## src/rtl/usart_rx_param.sv

```systemverilog
`timescale 1ns/1ps
`default_nettype none
// ---------------------------------------------------------------------------
// usart_rx_param : oversampled asynchronous receiver with majority vote,
//                  optional parity / two stop bits, MPCM filter and FIFO.
// Revision 1.0
// ---------------------------------------------------------------------------
module usart_rx_param #(
  parameter int MAX_DATA_W = 9,
  parameter int OSR        = 16,
  parameter int FIFO_DEPTH = 4
) (
  input  logic                          i_rxclk,
  input  logic                          i_rst_n,
  input  logic                          i_sample_en,
  input  logic                          i_rx,
  input  logic [3:0]                    i_char_size,
  input  logic [1:0]                    i_upm,
  input  logic                          i_usbs,
  input  logic                          i_mpcm,
  input  logic                          i_rd,
  output logic [MAX_DATA_W-1:0]         o_data,
  output logic                          o_frame_error,
  output logic                          o_parity_error,
  output logic                          o_valid,
  output logic                          o_data_overrun,
  output logic [$clog2(FIFO_DEPTH):0]   o_fifo_count
);

  localparam int CNT_W  = $clog2(OSR);
  localparam int PTR_W  = $clog2(FIFO_DEPTH);
  localparam int CNT_FW = PTR_W + 1;
  localparam int ENT_W  = MAX_DATA_W + 2;
  localparam logic [CNT_W-1:0] C_VOTE0 = CNT_W'(OSR/2 - 2);
  localparam logic [CNT_W-1:0] C_VOTE1 = CNT_W'(OSR/2 - 1);
  localparam logic [CNT_W-1:0] C_VOTE2 = CNT_W'(OSR/2);
  localparam logic [CNT_W-1:0] C_DEC   = CNT_W'(OSR/2 + 1);
  localparam logic [CNT_W-1:0] C_LAST  = CNT_W'(OSR - 1);

  typedef enum logic [2:0] {
    S_IDLE, S_START, S_DATA, S_PARITY, S_STOP1, S_STOP2
  } state_t;

  state_t                state_q, state_d;
  logic                  sync1_q, sync1_d, sync2_q, sync2_d, prev_q, prev_d;
  logic [CNT_W-1:0]      cnt_q, cnt_d;
  logic [2:0]            vote_q, vote_d;
  logic [3:0]            bits_left_q, bits_left_d, size_q, size_d;
  logic [MAX_DATA_W-1:0] data_q, data_d;
  logic [1:0]            upm_q, upm_d;
  logic                  usbs_q, usbs_d, mpcm_q, mpcm_d;
  logic                  pe_q, pe_d, fe_q, fe_d;
  logic [ENT_W-1:0]      mem_q [FIFO_DEPTH];
  logic [ENT_W-1:0]      mem_d [FIFO_DEPTH];
  logic [PTR_W-1:0]      wr_ptr_q, wr_ptr_d, rd_ptr_q, rd_ptr_d;
  logic [CNT_FW-1:0]     count_q, count_d;
  logic                  overrun_q, overrun_d;

  logic                  fall, tick_dec, vote, frame_done, msb, frame_keep;
  logic [3:0]            size_sel;
  logic [ENT_W-1:0]      entry, head;
  logic                  pop, full, push_ok, drop;

  always_comb begin
    sync1_d     = i_rx;
    sync2_d     = sync1_q;
    prev_d      = sync2_q;
    state_d     = state_q;
    cnt_d       = cnt_q;
    vote_d      = vote_q;
    bits_left_d = bits_left_q;
    size_d      = size_q;
    data_d      = data_q;
    upm_d       = upm_q;
    usbs_d      = usbs_q;
    mpcm_d      = mpcm_q;
    pe_d        = pe_q;
    fe_d        = fe_q;
    frame_done  = 1'b0;
    msb         = 1'b0;

    fall     = prev_q & ~sync2_q;
    tick_dec = i_sample_en && (cnt_q == C_DEC);
    vote     = (vote_q[0] & vote_q[1]) | (vote_q[0] & vote_q[2]) | (vote_q[1] & vote_q[2]);
    size_sel = ((i_char_size >= 4'd5) && (int'(i_char_size) <= MAX_DATA_W))
               ? i_char_size : 4'(MAX_DATA_W);

    if (state_q != S_IDLE && i_sample_en) begin
      cnt_d = (cnt_q == C_LAST) ? '0 : cnt_q + 1'b1;
      if (cnt_q == C_VOTE0) vote_d[0] = sync2_q;
      if (cnt_q == C_VOTE1) vote_d[1] = sync2_q;
      if (cnt_q == C_VOTE2) vote_d[2] = sync2_q;
    end

    case (state_q)
      S_IDLE: begin
        if (fall) begin
          cnt_d   = '0;
          state_d = S_START;
        end
      end
      S_START: begin
        if (tick_dec) begin
          if (vote) begin
            state_d = S_IDLE;
          end else begin
            // Frame configuration is frozen here for the rest of the character.
            size_d      = size_sel;
            bits_left_d = size_sel;
            upm_d       = i_upm;
            usbs_d      = i_usbs;
            mpcm_d      = i_mpcm;
            data_d      = '0;
            pe_d        = 1'b0;
            fe_d        = 1'b0;
            state_d     = S_DATA;
          end
        end
      end
      S_DATA: begin
        if (tick_dec) begin
          for (int i = 0; i < MAX_DATA_W; i++) begin
            if (int'(size_q - bits_left_q) == i) data_d[i] = vote;
          end
          bits_left_d = bits_left_q - 1'b1;
          if (bits_left_q == 4'd1) state_d = upm_q[1] ? S_PARITY : S_STOP1;
        end
      end
      S_PARITY: begin
        if (tick_dec) begin
          pe_d    = vote ^ (^data_q) ^ upm_q[0];
          state_d = S_STOP1;
        end
      end
      S_STOP1: begin
        if (tick_dec) begin
          fe_d = ~vote;
          if (usbs_q) begin
            state_d = S_STOP2;
          end else begin
            frame_done = 1'b1;
            state_d    = S_IDLE;
          end
        end
      end
      S_STOP2: begin
        if (tick_dec) begin
          fe_d       = fe_q | ~vote;
          frame_done = 1'b1;
          state_d    = S_IDLE;
        end
      end
      default: state_d = S_IDLE;
    endcase

    for (int i = 0; i < MAX_DATA_W; i++) begin
      if (int'(size_q) - 1 == i) msb = data_q[i];
    end
    frame_keep = frame_done && !(mpcm_q && !msb);
    entry      = {fe_d, pe_q, data_q};
  end

  // Receive FIFO: a push into a full FIFO survives only if a pop frees a slot.
  always_comb begin
    mem_d     = mem_q;
    wr_ptr_d  = wr_ptr_q;
    rd_ptr_d  = rd_ptr_q;
    count_d   = count_q;
    overrun_d = overrun_q;
    pop       = i_rd && (count_q != '0);
    full      = (count_q == CNT_FW'(FIFO_DEPTH));
    push_ok   = frame_keep && (!full || pop);
    drop      = frame_keep && full && !pop;

    if (push_ok) begin
      mem_d[wr_ptr_q] = entry;
      wr_ptr_d        = wr_ptr_q + 1'b1;
    end
    if (pop) rd_ptr_d = rd_ptr_q + 1'b1;
    if (push_ok && !pop)      count_d = count_q + 1'b1;
    else if (!push_ok && pop) count_d = count_q - 1'b1;

    if (drop)     overrun_d = 1'b1;
    else if (pop) overrun_d = 1'b0;
  end

  always_ff @(posedge i_rxclk) begin
    if (!i_rst_n) begin
      sync1_q     <= 1'b1;
      sync2_q     <= 1'b1;
      prev_q      <= 1'b1;
      state_q     <= S_IDLE;
      cnt_q       <= '0;
      vote_q      <= '0;
      bits_left_q <= '0;
      size_q      <= '0;
      data_q      <= '0;
      upm_q       <= '0;
      usbs_q      <= 1'b0;
      mpcm_q      <= 1'b0;
      pe_q        <= 1'b0;
      fe_q        <= 1'b0;
      mem_q       <= '{default: '0};
      wr_ptr_q    <= '0;
      rd_ptr_q    <= '0;
      count_q     <= '0;
      overrun_q   <= 1'b0;
    end else begin
      sync1_q     <= sync1_d;
      sync2_q     <= sync2_d;
      prev_q      <= prev_d;
      state_q     <= state_d;
      cnt_q       <= cnt_d;
      vote_q      <= vote_d;
      bits_left_q <= bits_left_d;
      size_q      <= size_d;
      data_q      <= data_d;
      upm_q       <= upm_d;
      usbs_q      <= usbs_d;
      mpcm_q      <= mpcm_d;
      pe_q        <= pe_d;
      fe_q        <= fe_d;
      mem_q       <= mem_d;
      wr_ptr_q    <= wr_ptr_d;
      rd_ptr_q    <= rd_ptr_d;
      count_q     <= count_d;
      overrun_q   <= overrun_d;
    end
  end

  assign head           = mem_q[rd_ptr_q];
  assign o_valid        = (count_q != '0);
  assign o_data         = o_valid ? head[MAX_DATA_W-1:0] : '0;
  assign o_parity_error = o_valid & head[MAX_DATA_W];
  assign o_frame_error  = o_valid & head[MAX_DATA_W+1];
  assign o_data_overrun = overrun_q;
  assign o_fifo_count   = count_q;

endmodule
`default_nettype wire

```

## config.mk

```make
export PLATFORM = sky130hd
export DESIGN_NAME = usart_rx_param
export DESIGN_NICKNAME = d
export VERILOG_FILES = /design/src/rtl/usart_rx_param.sv
export SDC_FILE = /design/constraint.sdc
export NUM_CORES = 1
export LEC_CHECK = 0
export BUFFER_PORTS_ARGS = -buffer_cell sky130_fd_sc_hd__buf_4
export CORE_MARGIN = 2
export CORE_UTILIZATION = 35
export DETAILED_ROUTE_END_ITERATION = 8
export GPL_TIMING_DRIVEN = 1
export SLEW_MARGIN = 20
export SYNTH_ARGS = -nofsm -noshare
export SYNTH_HDL_FRONTEND = slang
export SYNTH_SLANG_ARGS = --single-unit
```

## constraint.sdc

```tcl
create_clock -name i_rxclk -period 3.45 [get_ports i_rxclk]
set_input_delay 0.5175 -clock i_rxclk [delete_from_list [all_inputs] [get_ports i_rxclk]]
set_output_delay 0.5175 -clock i_rxclk [all_outputs]
set_load 0.05 [all_outputs]
```

== Yosys cells after proc, flatten, opt, wreduce, memory -nomap -nowiden ==
Cells that the tools add are included.

* Bits in latches: 0
* RAM bits: 0
* Input bits: 13
* Bits in read-only memories: 0
* Bits in registers: 88
* Memories: 0

* Reductions and logical operators: 44
* Div/mod/pow operators: 0
* Eq/ne operators: 45
* Order comparisons: 5
* Muxes and demuxes: 66
* Multiply operators: 0
* Bitwise gates (word level): 15
* $add $sub $neg: 8
* Shift operators: 0

{| class="wikitable"
|+ Operator list
! cell !! number
|-
| logical NOT 32 bit || 2
|-
| AND reduction 5 bit || 9
|-
| bitwise mux 44 bit || 1
|-
| equality test 5 x 4 -> 1 bit (second input constant) || 8
|-
| 2-to-1 mux 9 bit || 4
|-
| inequality test 2 bit (second input constant) || 17
|-
| 2-to-1 mux 11 bit || 3
|-
| 2-to-1 mux 3 bit || 11
|-
| 2-to-1 mux 4 bit || 8
|-
| 2-to-1 mux 1 bit || 30
|-
| binary-select mux 11 bit (select 2 bit) || 1
|-
| demux 11 bit (select 2 bit) || 1
|-
| equality test 5 x 3 -> 1 bit (second input constant) || 4
|-
| case mux 3 bit (6 select lines) || 1
|-
| case mux 9 bit (2 select lines) || 1
|-
| equality test 4 bit (second input constant) || 3
|-
| logical AND 1 bit || 12
|-
| equality test 5 x 2 -> 1 bit (second input constant) || 2
|-
| equality test 5 bit (second input constant) || 2
|-
| equality test 3 bit (second input constant) || 3
|-
| parity 9 bit || 1
|-
| equality test 4 x 3 -> 1 bit (second input constant) || 2
|-
| case mux 4 bit (2 select lines) || 1
|-
| AND reduction 4 bit || 2
|-
| 30 further kinds || 54
|}

== Depth between registers and ports, before layout ==
* Depth after elaboration: 20
* Mapped depth: 12
* Depth with buffers taken out: 12

== Worst setup path after synthesis ==
Ideal clock, no wire load.

* Path kind: register to register
* Start: reg cnt_q[0]
* End: reg count_q[2], in the netlist o_fifo_count[2]
* Data required time: 3.380 ns
* Setup time: 0.070 ns
* Stages on the path, launching flop included: 12
* Data arrival time: 2.641 ns
* Path slack: 0.739 ns
* Clock period less this slack: 2.711 ns
* Cell sequence: dfxtp_1 ha_1 and4b_1 nand3_2 nor2_1 and2_1 ha_1 inv_1 fa_1 xor2_1 or3_1 a21oi_1

* Longest elaborated chain between the ends: 9
* Elaborated cells on any way between the ends: 12

{| class="wikitable"
|+ RTL lines
! item !! line !! RTL
|-
| from (decl) || 46 || <nowiki>logic [CNT_W-1:0] cnt_q, cnt_d;</nowiki>
|-
| from (signal assigned) || 213 || <nowiki>cnt_q <= cnt_d;</nowiki>
|-
| equality test 4 bit (*) || 83 || <nowiki>tick_dec = i_sample_en && (cnt_q == C_DEC);</nowiki>
|-
| logical AND 1 bit (*) || 83 ||
|-
| 2-to-1 mux 1 bit (on tied branches) || 147, 136 ||
|-
| case mux 1 bit (2 select lines) (*) || 95 || <nowiki>case (state_q)</nowiki>
|-
| logical AND 1 bit (*) || 159 || <nowiki>frame_keep = frame_done && !(mpcm_q && !msb);</nowiki>
|-
| logical AND 1 bit (*) || 172 || <nowiki>push_ok = frame_keep && (!full || pop);</nowiki>
|-
| net push_ok || 62 || <nowiki>logic pop, full, push_ok, drop;</nowiki>
|-
| logical NOT 1 bit || 181 || <nowiki>else if (!push_ok && pop) count_d = count_q - 1'b1;</nowiki>
|-
| logical AND 1 bit || 181 ||
|-
| nonzero test 2 bit (no source line) || - ||
|-
| to (signal assigned) || 226 || <nowiki>count_q <= count_d;</nowiki>
|-
| to (decl) || 56 || <nowiki>logic [CNT_FW-1:0] count_q, count_d;</nowiki>
|}

Mark *: on every way through the listed nets, which the timed path passes. The rest lies on a longest branch.
A chain may end at the register's enable or synchronous reset.

== Worst setup path in the final report ==
Ends and elaborated chain as after synthesis.

==> run summary <==
routed length per instance = 14.66 um
Port Buffers = 28
CTS buffer count = 9
dominant combinational cell family by area after synthesis = simple AND/OR/NAND/NOR gates
clock insertion delay at the later pin of the skew report = 0.34 ns
number of placed instances with taps included = 678
leakage = 2.169 nW
routed via count = 3,501
post-synthesis mux area share = 0.1892
count of H-tree levels built during CTS = 3
post-synthesis compound-gate area fraction = 0.1089
summed instance area of the synthesized netlist = 0.004628 sq mm
Gates resized, CTS repair = 0
filler cell count = 1,296
drt first-iter violations = 143
leading cell types by total area after synthesis = sky130_fd_sc_hd__dfxtp_1 (38%), sky130_fd_sc_hd__mux2i_1 (13%), sky130_fd_sc_hd__nand2_1 (7.3%)
Yosys cell types = 62
number of buffers inserted for hold repair after clock tree synthesis = 0
post-synthesis cell count = 491
required time reported for the critical path endpoint = 3.72 ns
Avg Cell Area, Syn = 9.426 sq um
unrepaired setup endpoints after global routing = no
first-pass GRT wire length = 17.11 mm
share of synthesized area occupied by flip-flops and latches = 0.3806
pin count of the biggest net entering global routing = 61
Layout Cells excl Fill = 694
setup TNS after final layout = 0 ns
IR drop worst, VDD = 0.2729 mV
number of sinks driven by the clock tree = 88
setup fix buffers added after clock tree synthesis = 0
arrival time reported for the critical path endpoint = 3.30 ns
area inside the core boundary = 0.01309 sq mm
Top FF cell, synth = sky130_fd_sc_hd__dfxtp_1
Reg2Reg Depth = 11
Top-Level Pins = 29
# DRC = 0
initial antenna violation count = 0
worst slew margin relative to its limit = 0.4706
buffer levels on the longest clock path = 2
Tightest Pin Transition = 0.7929 ns
post-synthesis share of cell area spent on full adders, half adders and majority gates = 0.05137
share of the synthesized area in the top cell type = 0.3806
total number of nets in the final design = 543
highest routing layer actually used = met4
simple-gate area share of the yosys netlist = 0.1957
number of hold violations in the final report = 0
outcome = completed
half-perimeter wire length of the detailed placement result = 7.278 mm
critical hold path startpoint = i_rx
number of stages on the worst hold path = 2
met3 wire len = 306 um
number of register bits inferred by synthesis = 88
nature of the critical path startpoint = register
most used cell, CP = sky130_fd_sc_hd__ha_1
final max-slew violation count = 0
post-layout min period = 3.036 ns
crit path max fanout = 7
antenna-violating nets left = 0
Setup-failing EPs final = 0
worst reg2reg path startpoint = cnt_q[0]
parity-gate share of the synthesized area counting xor and xnor cells = 0.03596
net count after synthesis = 521
remaining global-route overflow = 0
Inserted Diodes = 0
HP Class = input port to register
Die Ht = 119.0 um
Power Dens Cells = 384.4 mW/mm^2
end of the worst hold path = sync1_q
Detailed Route WL = 10.18 mm
iteration count of the initial detailed-routing pass = 4
Reg-to-Reg End = o_fifo_count[2]
CTS tree = yes
Detail Route met2 WL = 5.074 mm
crit path buf inv count = 1
critical path type = register to register
peak per-stage delay on the critical path = 0.43 ns
cell taking the most area after synthesis = sky130_fd_sc_hd__dfxtp_1
via-per-instance ratio = 5.045
Starting Density = 0.3537
warnings from Yosys = 0
area enclosed by the die boundary = 0.01416 sq mm
chip width = 119.0 um
Max-Cap Viols = 0
CP Cell Sequence = ha_1 > and4b_1 > nand3_2 > nor2_1 > and2_1 > ha_1 > inv_1 > fa_1 > xor2_1 > or3_1 > a21oi_1
number of rows in the core area = 42
Worst path slowest cell = sky130_fd_sc_hd__dfxtp_1
capturing element type of the critical path = register
Tot Pwr = 2.031 mW
global placer's final weighted congestion = 0.8553
clock root cell = sky130_fd_sc_hd__clkbuf_16
area growth from synthesis to layout = 14.17%
fraction of final layout cells sized beyond drive strength 1 = 0.1467
worst setup skew after layout = 0.01326 ns
highest clock rate = 0.3294 GHz
post-route met1 wirelength = 4.663 mm
asr flop ratio synth = 0
final core utilization = 0.4038
number of global-route vias before repair = 3,475
register clock-pin slew on the reported worst setup and hold paths = 0.07 ns
fin crit share = 0.8799
number of synthesized flops with an enable pin = 0
register-to-register path setup slack = 0.41 ns
top cell family by delay on the critical path = simple AND/OR/NAND/NOR gates
overall routing resource usage = 0.1507
-- per-stage QoR --
step | hold slack, ns | instance area (sq um) | setup slack, ns
final | 0.3593 | 5284 | 0.4143
after global routing | 0.3548 | 5284 | 0.1983
after CTS | 0.3485 | 5284 | 0.4339
after detailed placement | 0.3933 | 4984 | 0.4356
after global placement | 0.3940 | 4984 | 0.5297
after floorplan | 0.3863 | 4628 | 0.7386
-- flip-flops by register name (all words and copies together) (netlist names), 2 cells and up --
name,flops
data_q,9
rd_ptr_q,2
state_q,3
bits_left_q,4
cnt_q,4
o_fifo_count,3
vote_q,3
mem_q,44
size_q,4
upm_q,2
wr_ptr_q,2
-- layout by cell type, fill, tap and decap left out, types with 6 or more instances in the layout --
| master | n |
|---|---|
| sky130_fd_sc_hd__nand3_1 | 11 |
| sky130_fd_sc_hd__clkbuf_16 | 9 |
| sky130_fd_sc_hd__mux2i_1 | 59 |
| sky130_fd_sc_hd__xnor2_1 | 10 |
| sky130_fd_sc_hd__nor3_1 | 8 |
| sky130_fd_sc_hd__a21oi_1 | 19 |
| sky130_fd_sc_hd__xor2_1 | 9 |
| sky130_fd_sc_hd__and2_1 | 13 |
| sky130_fd_sc_hd__ha_1 | 15 |
| sky130_fd_sc_hd__nand2_1 | 90 |
| sky130_fd_sc_hd__buf_4 | 32 |
| sky130_fd_sc_hd__o21ai_0 | 10 |
| sky130_fd_sc_hd__mux4_2 | 12 |
| sky130_fd_sc_hd__inv_1 | 19 |
| sky130_fd_sc_hd__nand2b_1 | 6 |
| sky130_fd_sc_hd__dfxtp_1 | 88 |
| sky130_fd_sc_hd__nor2_1 | 31 |
-- worst reg2reg max path, cell delays in order (launching register included) --
cell and delay, ns:
sky130_fd_sc_hd__dfxtp_1 0.43, sky130_fd_sc_hd__ha_1 0.19, sky130_fd_sc_hd__and4b_1 0.28, sky130_fd_sc_hd__nand3_2 0.18, sky130_fd_sc_hd__nor2_1 0.39, sky130_fd_sc_hd__and2_1 0.25, sky130_fd_sc_hd__ha_1 0.19, sky130_fd_sc_hd__inv_1 0.06
sky130_fd_sc_hd__fa_1 0.37, sky130_fd_sc_hd__xor2_1 0.18, sky130_fd_sc_hd__or3_1 0.31, sky130_fd_sc_hd__a21oi_1 0.13
-- logic make-up (layout without fill, tap and decap cells) --
kind of cell | count (synthesis) | in the layout
AND/OR/NAND/NOR | 189 | 189
flip-flops | 88 | 88
multiplexers | 72 | 72
AO/OA/AOI/OAI | 65 | 65
buffers and inverters | 40 | 67
XOR/XNOR | 19 | 19
adder cells (fa/ha/maj) | 18 | 18
-- routing by layer --
metal | GRT usage | up-vias
met5 | 0 | -
met4 | 0.05283 | 0
met1 | 0.1868 | 1669
met3 | 0.02826 | 6
met2 | 0.2611 | 60
li1 | - | 1766
-- synthesized netlist by cell type, types with 3 or more instances --
cell,count
sky130_fd_sc_hd__nand2_1,90
sky130_fd_sc_hd__dfxtp_1,88
sky130_fd_sc_hd__mux2i_1,59
sky130_fd_sc_hd__nor2_1,31
sky130_fd_sc_hd__a21oi_1,19
sky130_fd_sc_hd__inv_1,19
sky130_fd_sc_hd__ha_1,15
sky130_fd_sc_hd__and2_1,13
sky130_fd_sc_hd__clkbuf_1,13
sky130_fd_sc_hd__mux4_2,12
sky130_fd_sc_hd__nand3_1,11
sky130_fd_sc_hd__o21ai_0,10
sky130_fd_sc_hd__xnor2_1,10
sky130_fd_sc_hd__xor2_1,9
sky130_fd_sc_hd__nor3_1,8
sky130_fd_sc_hd__nand2b_1,6
sky130_fd_sc_hd__nor2b_1,5
sky130_fd_sc_hd__a31oi_1,4
sky130_fd_sc_hd__a211oi_1,3
sky130_fd_sc_hd__a21o_1,3
sky130_fd_sc_hd__buf_2,3
sky130_fd_sc_hd__buf_6,3
sky130_fd_sc_hd__or2_2,3
-- power by group --
group | leakage (nW) | internal (mW) | switching, mW
Clock | 0.144 | 0.512 | 0.449
Combinational | 1.32 | 0.0179 | 0.0308
Sequential | 0.709 | 1.02 | 0.00375
Total | 2.17 | 1.55 | 0.483
-- how the worst max path moves through the flow --
stage / cells past startpoint / from / endpoint / slack [ns]
finish: 11 / cnt_q[0] / o_fifo_count[2] / 0.41
global route: 12 / cnt_q[1] / o_fifo_count[2] / 0.20
CTS: 11 / cnt_q[0] / o_fifo_count[2] / 0.43
detailed placement: 11 / i_sample_en / o_fifo_count[2] / 0.44
global placement: 11 / i_sample_en / o_fifo_count[2] / 0.53
floorplan: 11 / cnt_q[0] / o_fifo_count[2] / 0.74
-- cell type report --
cell class                      count  area (sq um)  area share
Sequential cell                    88          1762      0.3334
Timing Repair Buffer               32         240.2     0.04547
Tap cell                          176         220.2     0.04168
Clock inverter                      7         75.07     0.01421
Inverter                           19         71.32     0.01350
Clock buffer                        9         225.2     0.04262
Multi-Input combinational cell    363          2690      0.5091
No activity file was read; power rests on OpenSTA's default activity.
